==> src/rtl/booth_pkg.sv <==
// Shared constants, FSM encoding and operand payload for the Booth multiplier sequencer.
//   W           operand width
//   PW          product width (2*W)
//   MUL_LAT_DEF default number of cycles mul_start is held high before sampling
//   DEPTH_DEF   default operand FIFO depth
package booth_pkg;

    localparam int unsigned W           = 4;
    localparam int unsigned PW          = 2 * W;
    localparam int unsigned MUL_LAT_DEF = 4;
    localparam int unsigned DEPTH_DEF   = 4;

    typedef enum logic [1:0] {
        IDLE = 2'd0,
        LOAD = 2'd1,
        RUN  = 2'd2,
        HOLD = 2'd3
    } state_t;

    // One FIFO entry: multiplicand in the upper half, multiplier in the lower half.
    typedef struct packed {
        logic [W-1:0] a;
        logic [W-1:0] b;
    } operand_t;

endpackage

==> src/rtl/booth_seq_if.sv <==
// Upstream operand stream and downstream product stream of booth_seq.
//   in_valid/in_ready/in_a/in_b       operand pair handshake (two's complement)
//   out_valid/out_ready/out_data      product handshake
// slave  : the sequencer side
// master : the source/sink side
interface booth_seq_if;
    import booth_pkg::*;

    logic          in_valid;
    logic          in_ready;
    logic [W-1:0]  in_a;
    logic [W-1:0]  in_b;
    logic          out_valid;
    logic          out_ready;
    logic [PW-1:0] out_data;

    modport slave (
        input  in_valid, in_a, in_b, out_ready,
        output in_ready, out_valid, out_data
    );

    modport master (
        output in_valid, in_a, in_b, out_ready,
        input  in_ready, out_valid, out_data
    );

endinterface

==> src/rtl/booth_seq_fifo.sv <==
// Operand FIFO: DEPTH entries of DW bits, registered count/full/empty.
//   clk, reset (async, active-low)
//   push/wdata  write port, ignored when full (no same-cycle bypass)
//   pop/rdata   read port, rdata shows the head entry, ignored when empty
//   count/full/empty occupancy status
module booth_seq_fifo
    import booth_pkg::*;
#(
    parameter  int unsigned DEPTH = DEPTH_DEF,
    parameter  int unsigned DW    = PW,
    localparam int unsigned AW    = $clog2(DEPTH),
    localparam int unsigned CNTW  = $clog2(DEPTH) + 1
) (
    input  logic            clk,
    input  logic            reset,
    input  logic            push,
    input  logic [DW-1:0]   wdata,
    input  logic            pop,
    output logic [DW-1:0]   rdata,
    output logic [CNTW-1:0] count,
    output logic            full,
    output logic            empty
);

    logic [DW-1:0]   mem [DEPTH];
    logic [AW-1:0]   wr_ptr;
    logic [AW-1:0]   rd_ptr;
    logic [CNTW-1:0] count_d;
    logic            do_push;
    logic            do_pop;

    assign do_push = push && !full;
    assign do_pop  = pop && !empty;
    assign rdata   = mem[rd_ptr];

    // Next occupancy; push+pop together leaves it unchanged.
    always_comb begin
        count_d = count;
        if (do_push && !do_pop) begin
            count_d = count + CNTW'(1);
        end else if (!do_push && do_pop) begin
            count_d = count - CNTW'(1);
        end
    end

    // Storage array, no reset needed.
    always_ff @(posedge clk) begin
        if (do_push) begin
            mem[wr_ptr] <= wdata;
        end
    end

    // Pointers and status flags.
    always_ff @(posedge clk or negedge reset) begin
        if (!reset) begin
            wr_ptr <= '0;
            rd_ptr <= '0;
            count  <= '0;
            full   <= 1'b0;
            empty  <= 1'b1;
        end else begin
            if (do_push) begin
                wr_ptr <= wr_ptr + AW'(1);
            end
            if (do_pop) begin
                rd_ptr <= rd_ptr + AW'(1);
            end
            count <= count_d;
            full  <= (count_d == CNTW'(DEPTH));
            empty <= (count_d == '0);
        end
    end

endmodule

==> src/rtl/booth_seq.sv <==
// Streaming front/back end for the external 4-bit Booth multiplier.
//   clk, reset (async, active-low)
//   bus         operand/product valid-ready streams (booth_seq_if.slave)
//   mul_a/mul_b operands to the multiplier, change only on a FIFO pop
//   mul_start   0 = load (one LOAD cycle), 1 = run (MUL_LAT cycles)
//   mul_result  product from the multiplier, sampled on the last RUN edge
//   busy        high in LOAD/RUN/HOLD
//   fifo_count  operand FIFO occupancy
module booth_seq
    import booth_pkg::*;
#(
    parameter  int unsigned DEPTH   = DEPTH_DEF,
    parameter  int unsigned MUL_LAT = MUL_LAT_DEF,
    localparam int unsigned CNTW    = $clog2(DEPTH) + 1
) (
    input  logic            clk,
    input  logic            reset,
    booth_seq_if.slave      bus,
    output logic [W-1:0]    mul_a,
    output logic [W-1:0]    mul_b,
    output logic            mul_start,
    input  logic [PW-1:0]   mul_result,
    output logic            busy,
    output logic [CNTW-1:0] fifo_count
);

    localparam int unsigned RCW = $clog2(MUL_LAT + 1);

    state_t          state_q, state_d;
    logic [RCW-1:0]  run_q, run_d;
    logic [W-1:0]    mul_a_d, mul_b_d;
    logic            mul_start_d;
    logic            out_valid_q, out_valid_d;
    logic [PW-1:0]   out_data_q, out_data_d;
    logic            busy_d;
    logic            pop;
    logic            push;
    logic            fifo_full;
    logic            fifo_empty;
    operand_t        wr_op;
    operand_t        head;

    assign wr_op         = {bus.in_a, bus.in_b};
    assign push          = bus.in_valid && !fifo_full;
    assign bus.in_ready  = !fifo_full;
    assign bus.out_valid = out_valid_q;
    assign bus.out_data  = out_data_q;

    booth_seq_fifo #(
        .DEPTH (DEPTH),
        .DW    (PW)
    ) u_fifo (
        .clk   (clk),
        .reset (reset),
        .push  (push),
        .wdata (wr_op),
        .pop   (pop),
        .rdata (head),
        .count (fifo_count),
        .full  (fifo_full),
        .empty (fifo_empty)
    );

    // Next-state and next-output logic; mul_start_d is the value for the state being entered.
    always_comb begin
        state_d     = state_q;
        run_d       = run_q;
        mul_a_d     = mul_a;
        mul_b_d     = mul_b;
        mul_start_d = 1'b0;
        out_valid_d = out_valid_q;
        out_data_d  = out_data_q;
        pop         = 1'b0;

        case (state_q)
            IDLE: begin
                if (!fifo_empty) begin
                    pop     = 1'b1;
                    mul_a_d = head.a;
                    mul_b_d = head.b;
                    state_d = LOAD;
                end
            end
            LOAD: begin
                run_d       = RCW'(MUL_LAT - 1);
                mul_start_d = 1'b1;
                state_d     = RUN;
            end
            RUN: begin
                if (run_q == '0) begin
                    out_data_d  = mul_result;
                    out_valid_d = 1'b1;
                    state_d     = HOLD;
                end else begin
                    run_d       = run_q - RCW'(1);
                    mul_start_d = 1'b1;
                end
            end
            HOLD: begin
                if (bus.out_ready) begin
                    out_valid_d = 1'b0;
                    if (!fifo_empty) begin
                        pop     = 1'b1;
                        mul_a_d = head.a;
                        mul_b_d = head.b;
                        state_d = LOAD;
                    end else begin
                        state_d = IDLE;
                    end
                end
            end
            default: begin
                state_d = IDLE;
            end
        endcase

        busy_d = (state_d != IDLE);
    end

    // State and output registers.
    always_ff @(posedge clk or negedge reset) begin
        if (!reset) begin
            state_q     <= IDLE;
            run_q       <= '0;
            mul_a       <= '0;
            mul_b       <= '0;
            mul_start   <= 1'b0;
            out_valid_q <= 1'b0;
            out_data_q  <= '0;
            busy        <= 1'b0;
        end else begin
            state_q     <= state_d;
            run_q       <= run_d;
            mul_a       <= mul_a_d;
            mul_b       <= mul_b_d;
            mul_start   <= mul_start_d;
            out_valid_q <= out_valid_d;
            out_data_q  <= out_data_d;
            busy        <= busy_d;
        end
    end

endmodule

==> src/flat_wrapper.sv <==
// flat-port wrapper written by rule: the top's interface ports become plain ports
module booth_seq_flat import booth_pkg::*;
#(
    parameter  int unsigned DEPTH   = DEPTH_DEF,
    parameter  int unsigned MUL_LAT = MUL_LAT_DEF,
    localparam int unsigned CNTW    = $clog2(DEPTH) + 1
)
  (clk, reset, mul_a, mul_b, mul_start, mul_result, busy, fifo_count, bus_in_valid, bus_in_a, bus_in_b, bus_out_ready, bus_in_ready, bus_out_valid, bus_out_data);
  booth_seq_if bus_i ();
  input  logic clk;
  input  logic reset;
  output logic [W-1:0] mul_a;
  output logic [W-1:0] mul_b;
  output logic mul_start;
  input  logic [PW-1:0] mul_result;
  output logic busy;
  output logic [CNTW-1:0] fifo_count;
  input wire logic [$bits(bus_i.in_valid)-1:0] bus_in_valid;
  input wire logic [$bits(bus_i.in_a)-1:0] bus_in_a;
  input wire logic [$bits(bus_i.in_b)-1:0] bus_in_b;
  input wire logic [$bits(bus_i.out_ready)-1:0] bus_out_ready;
  output wire logic [$bits(bus_i.in_ready)-1:0] bus_in_ready;
  output wire logic [$bits(bus_i.out_valid)-1:0] bus_out_valid;
  output wire logic [$bits(bus_i.out_data)-1:0] bus_out_data;
  assign bus_i.in_valid = bus_in_valid;
  assign bus_i.in_a = bus_in_a;
  assign bus_i.in_b = bus_in_b;
  assign bus_i.out_ready = bus_out_ready;
  assign bus_in_ready = bus_i.in_ready;
  assign bus_out_valid = bus_i.out_valid;
  assign bus_out_data = bus_i.out_data;
  booth_seq #(.DEPTH(DEPTH), .MUL_LAT(MUL_LAT)) u_core (.clk(clk), .reset(reset), .bus(bus_i), .mul_a(mul_a), .mul_b(mul_b), .mul_start(mul_start), .mul_result(mul_result), .busy(busy), .fifo_count(fifo_count));
endmodule
==> config.mk <==
export PLATFORM = sky130hd
export DESIGN_NAME = booth_seq_flat
export DESIGN_NICKNAME = d
export VERILOG_FILES = /design/src/rtl/booth_pkg.sv /design/src/rtl/booth_seq_if.sv /design/src/rtl/booth_seq_fifo.sv /design/src/rtl/booth_seq.sv /design/src/flat_wrapper.sv
export SDC_FILE = /design/constraint.sdc
export NUM_CORES = 1
export LEC_CHECK = 0
export ABC_AREA = 1
export BUFFER_PORTS_ARGS = -buffer_cell sky130_fd_sc_hd__buf_2
export CAP_MARGIN = 20
export CORE_UTILIZATION = 30
export DETAILED_ROUTE_END_ITERATION = 10
export GPL_ROUTABILITY_DRIVEN = 0
export GPL_TIMING_DRIVEN = 0
export SETUP_SLACK_MARGIN = 0.15
export SLEW_MARGIN = 20
export SYNTH_ARGS = -nofsm -noshare
export SYNTH_HDL_FRONTEND = slang
export SYNTH_SLANG_ARGS = --single-unit
==> constraint.sdc <==
create_clock -name clk -period 2.6 [get_ports clk]
set_clock_uncertainty 0.1 [all_clocks]
set_input_delay 0.52 -clock clk [delete_from_list [all_inputs] [get_ports clk]]
set_output_delay 0.52 -clock clk [all_outputs]
set_load 0.02 [all_outputs]
==> run summary <==
The flow ran to the end, and the final reports show no timing, DRC or antenna violations. The required time of the critical path is 2750 ps, and the share of the synthesized area in the top cell type is 33.6%. The placed wire-length estimate after detailed placement is 3750 um, and the clock sink total is 65. The switching component of the power was 0.00170 W; the relative contribution of sequential cells to total power was 37.1%. The clock network is responsible for 21.2% of the overall power. Relative area change from synthesis to final layout: 20.3%.

The detailed router finished its first iteration with 61 violations. Path category of the worst min-delay check: primary input to async pin. Initial cell density of the core: 30.9%. The die covers 0.00992 mm2. The worst register-to-register path begins at u_core.state_q[0]. The routed layout has 1944 vias. In this run the power density over the cells is 1230 mW/mm2.

The layout has 917 filler cells. For the maximum number of pins on one net before global-route repair, the log shows 34. The longest clock path from root to sink contains 2 buffers. Of the total power, the share spent switching nets is 40.4%. The type of the setup path with the least slack is flip-flop to flip-flop. Summed over all instances, the cell type with the most area after synthesis is sky130_fd_sc_hd__edfxtp_1. The die span in y came out at 99.6 um. The actual slew at the worst max-slew pin was 826 ps; the max-capacitance violation count was 0. The final-report max-slew violation count was 0; the count of unique library cells instantiated by Yosys was 27. The number of setup violations in the final report is 0, and the clock transition at the register clock pins on the worst setup and hold paths after CTS is 90 ps. Counting flops with an async set or reset pin after synthesis yields a share of 50.8%. The data arrival time at the worst-slack endpoint was 2150 ps. The commonest cells after synthesis are sky130_fd_sc_hd__nor2_1 (54), sky130_fd_sc_hd__dfrtp_1 (32), sky130_fd_sc_hd__edfxtp_1 (32), sky130_fd_sc_hd__inv_1 (24), sky130_fd_sc_hd__o21ai_0 (23). In the synthesized netlist, the number of instances is 258. The post-route netlist has 25.6% of its cells at a drive strength greater than 1. The tools report the maximum ir drop on the vdd rail as 0.000374 V. TritonCTS built the clock tree. The logs give 1869 for the via count of the first global-routing pass and 0 for the number of buffers inserted by post-CTS setup repair.

The average size of a mapped cell works out to 11.1 um2. By area the synthesized netlist is led by sky130_fd_sc_hd__edfxtp_1 (34%), sky130_fd_sc_hd__dfrtp_1 (28%), sky130_fd_sc_hd__nor2_1 (7.1%). The logs give 62.6% for the sequential-to-total area share from yosys stat and 429 for the cell total after placement.

The finished layout holds 445 standard cells, fillers aside. The number of nets handed over by synthesis was 292. The most frequently used flop master after synthesis was sky130_fd_sc_hd__edfxtp_1. Adding up every negative setup slack in the final design gives 0 ps.

The endpoint kind of the worst setup timing path was a flip-flop. For this run the aggregate overflow at the end of global routing stands at 0. The number of placement rows is 35.

For flop-to-flop paths, the worst setup slack is 590 ps. The tools report the master cell of the clock root buffer as sky130_fd_sc_hd__clkbuf_8. For this design the top-level I/O count stands at 43. The run gives 8840 um as the first-pass GRT wire length.

The routed wire length is 5470 um, and the post-route minimum period is 2010 ps. The most common cell in the synthesized netlist is sky130_fd_sc_hd__nor2_1. The core area was 0.00924 mm2; the total count of hold-check failures in the final report was 0.

Setup repair after global routing left no endpoint under its margin. For this run, design rule violations remaining after detail routing come to 0. The part of the power in combinational logic was 41.7%; the reported leakage power was 1.50 nW.

The clock reaches the later pin of the worst-skew pair after 350 ps. After detailed routing, the number of vias per cell comes to 4.37. The capture point of the worst reg-to-reg path was u_core.u_fifo.full. STA classifies the critical path startpoint as a flip-flop.

In this run the number of H-tree levels came out at 3. The initial antenna violation count is 0, and the hold slack is 136 ps. Dividing the final minimum period by the clock period gives 77.2%. For the quantity of gates resized following cts, the log shows 0. Design internal power: 0.00251 W.

The hold buffer count at CTS was 0; the final antenna-violating net count was 0. The register bit total from synthesis was 65. The number of buffers inserted during clock tree synthesis was 9; the worst slew margin relative to its limit was 44.7%. Measured in cells, the most critical reg-to-reg path has a length of 10. The largest driver fanout on the critical path was 7. Global routing consumed, over all layers together, 12.0% of the routing resources.

The count of synthesis-stage warnings from yosys came out at 0. Derived from the worst setup path, the maximum achievable clock frequency is 499 MHz. The number of antenna diodes in the final layout is 0.

The port buffer count came out at 42. The die outline width works out to 99.6 um. In the final routed layout, each cell accounts on average for 12.3 um. Before antenna repair, the detailed router went through 4 iterations.

In this run, synthesis inferred 32 flip-flops with an integrated enable. The mapped netlist covers 0.00286 mm2. The net count of the finished layout is 345.
[worst max-delay path: stages, from the launching register on]
cell and delay [ps]:
sky130_fd_sc_hd__dfrtp_1 460, sky130_fd_sc_hd__inv_1 120, sky130_fd_sc_hd__ha_1 420, sky130_fd_sc_hd__nor2_4 210, sky130_fd_sc_hd__nand2_2 130, sky130_fd_sc_hd__nand2_2 100
sky130_fd_sc_hd__nand2_1 70, sky130_fd_sc_hd__nor2_1 130, sky130_fd_sc_hd__nor2_2 60, sky130_fd_sc_hd__nand2_1 80, sky130_fd_sc_hd__nor2_1 40
[layout by cell type (no fill, tap or decap), types with 2 or more instances in the layout]
| master | instances |
|---|---|
| sky130_fd_sc_hd__nand3b_1 | 2 |
| sky130_fd_sc_hd__o21ai_0 | 23 |
| sky130_fd_sc_hd__nor2_1 | 54 |
| sky130_fd_sc_hd__clkbuf_8 | 9 |
| sky130_fd_sc_hd__mux2_2 | 8 |
| sky130_fd_sc_hd__a31oi_1 | 8 |
| sky130_fd_sc_hd__o211ai_1 | 2 |
| sky130_fd_sc_hd__dfrtp_1 | 32 |
| sky130_fd_sc_hd__nand2_1 | 21 |
| sky130_fd_sc_hd__inv_1 | 24 |
| sky130_fd_sc_hd__nand3_1 | 7 |
| sky130_fd_sc_hd__xor2_1 | 4 |
| sky130_fd_sc_hd__a21oi_1 | 7 |
| sky130_fd_sc_hd__edfxtp_1 | 32 |
| sky130_fd_sc_hd__inv_2 | 2 |
| sky130_fd_sc_hd__inv_6 | 3 |
| sky130_fd_sc_hd__ha_1 | 14 |
| sky130_fd_sc_hd__nand2_2 | 3 |
| sky130_fd_sc_hd__buf_2 | 46 |
| sky130_fd_sc_hd__nand4_1 | 2 |
[how the worst max path moves through the flow]
stage / from / to / slack [ps] / cells past startpoint
floorplan: u_core.state_q[0] / u_core.mul_a[2] / 830 / 8
detailed placement: u_core.state_q[0] / u_core.u_fifo.full / 570 / 10
global placement: u_core.state_q[0] / u_core.u_fifo.full / 630 / 10
CTS: u_core.state_q[0] / u_core.u_fifo.full / 570 / 10
global route: u_core.state_q[0] / u_core.u_fifo.empty / 410 / 9
finish: u_core.state_q[0] / u_core.u_fifo.full / 590 / 10
[per-layer routing]
metal / GRT usage (%) / part of all wire, % / vias up
met5: 0 / 0 / -
met4: 5.77 / 1.4 / 0
met3: 4.01 / 4.1 / 6
met2: 19.7 / 48 / 43
met1: 14.0 / 46 / 920
li1: - / - / 975
[cell type report]
| type | count | area [um2] | share of cell area [%] |
|---|---|---|---|
| Clock buffer | 9 | 124 | 3.61 |
| Timing Repair Buffer | 42 | 210 | 6.12 |
| Clock inverter | 7 | 83.8 | 2.44 |
| Inverter | 26 | 97.6 | 2.84 |
| Buffer | 7 | 50.0 | 1.46 |
| Sequential cell | 65 | 1790 | 52.0 |
| Multi-Input combinational cell | 160 | 921 | 26.8 |
| Tap cell | 129 | 161 | 4.70 |
[stage by stage]
stage / cell area [um2] / setup slack, ps / total power, W / util (%)
2_1_floorplan: 2860 / 835 / 0.00286 / -
3_3_place_gp: 3230 / 626 / 0.00333 / 34.9
3_5_place_dp: 3230 / 574 / 0.00337 / 34.9
4_1_cts: 3440 / 571 / 0.00428 / 37.2
5_1_grt: 3440 / 410 / 0.00455 / 37.2
6_report: 3440 / 594 / 0.00422 / 37.2
[state kept, by name, summed over array words and instances (netlist names)]
name	count
u_core.busy	1
u_core.u_fifo.mem	32
u_core.state_q	2
u_core.mul_start	1
u_core.u_fifo.full	1
u_core.u_fifo.wr_ptr	2
u_core.bus.out_valid	1
u_core.u_fifo.rd_ptr	2
u_core.mul_b	4
u_core.mul_a	4
u_core.u_fifo.count	3
u_core.bus.out_data	8
u_core.u_fifo.empty	1
u_core.run_q	3
[logic make-up after synthesis]
family	count (synthesis)	share of synthesized area (%)
simple gates	92	13.6
flops	65	62.6
mux	8	3.15
buf+inv	33	5.17
fa+ha+maj	14	6.13
compound gates	41	7.80
xor+xnor	5	1.53
[power by group through the flow]
stage	clock network (W)	registers [W]	logic (W)
2_1_floorplan	0	0.00174	0.00112
3_3_place_gp	0	0.00158	0.00176
3_5_place_dp	0	0.00159	0.00178
4_1_cts	0.000926	0.00157	0.00179
5_1_grt	0.000961	0.00160	0.00199
6_report	0.000894	0.00156	0.00176
(Power assumes the default switching activity.)
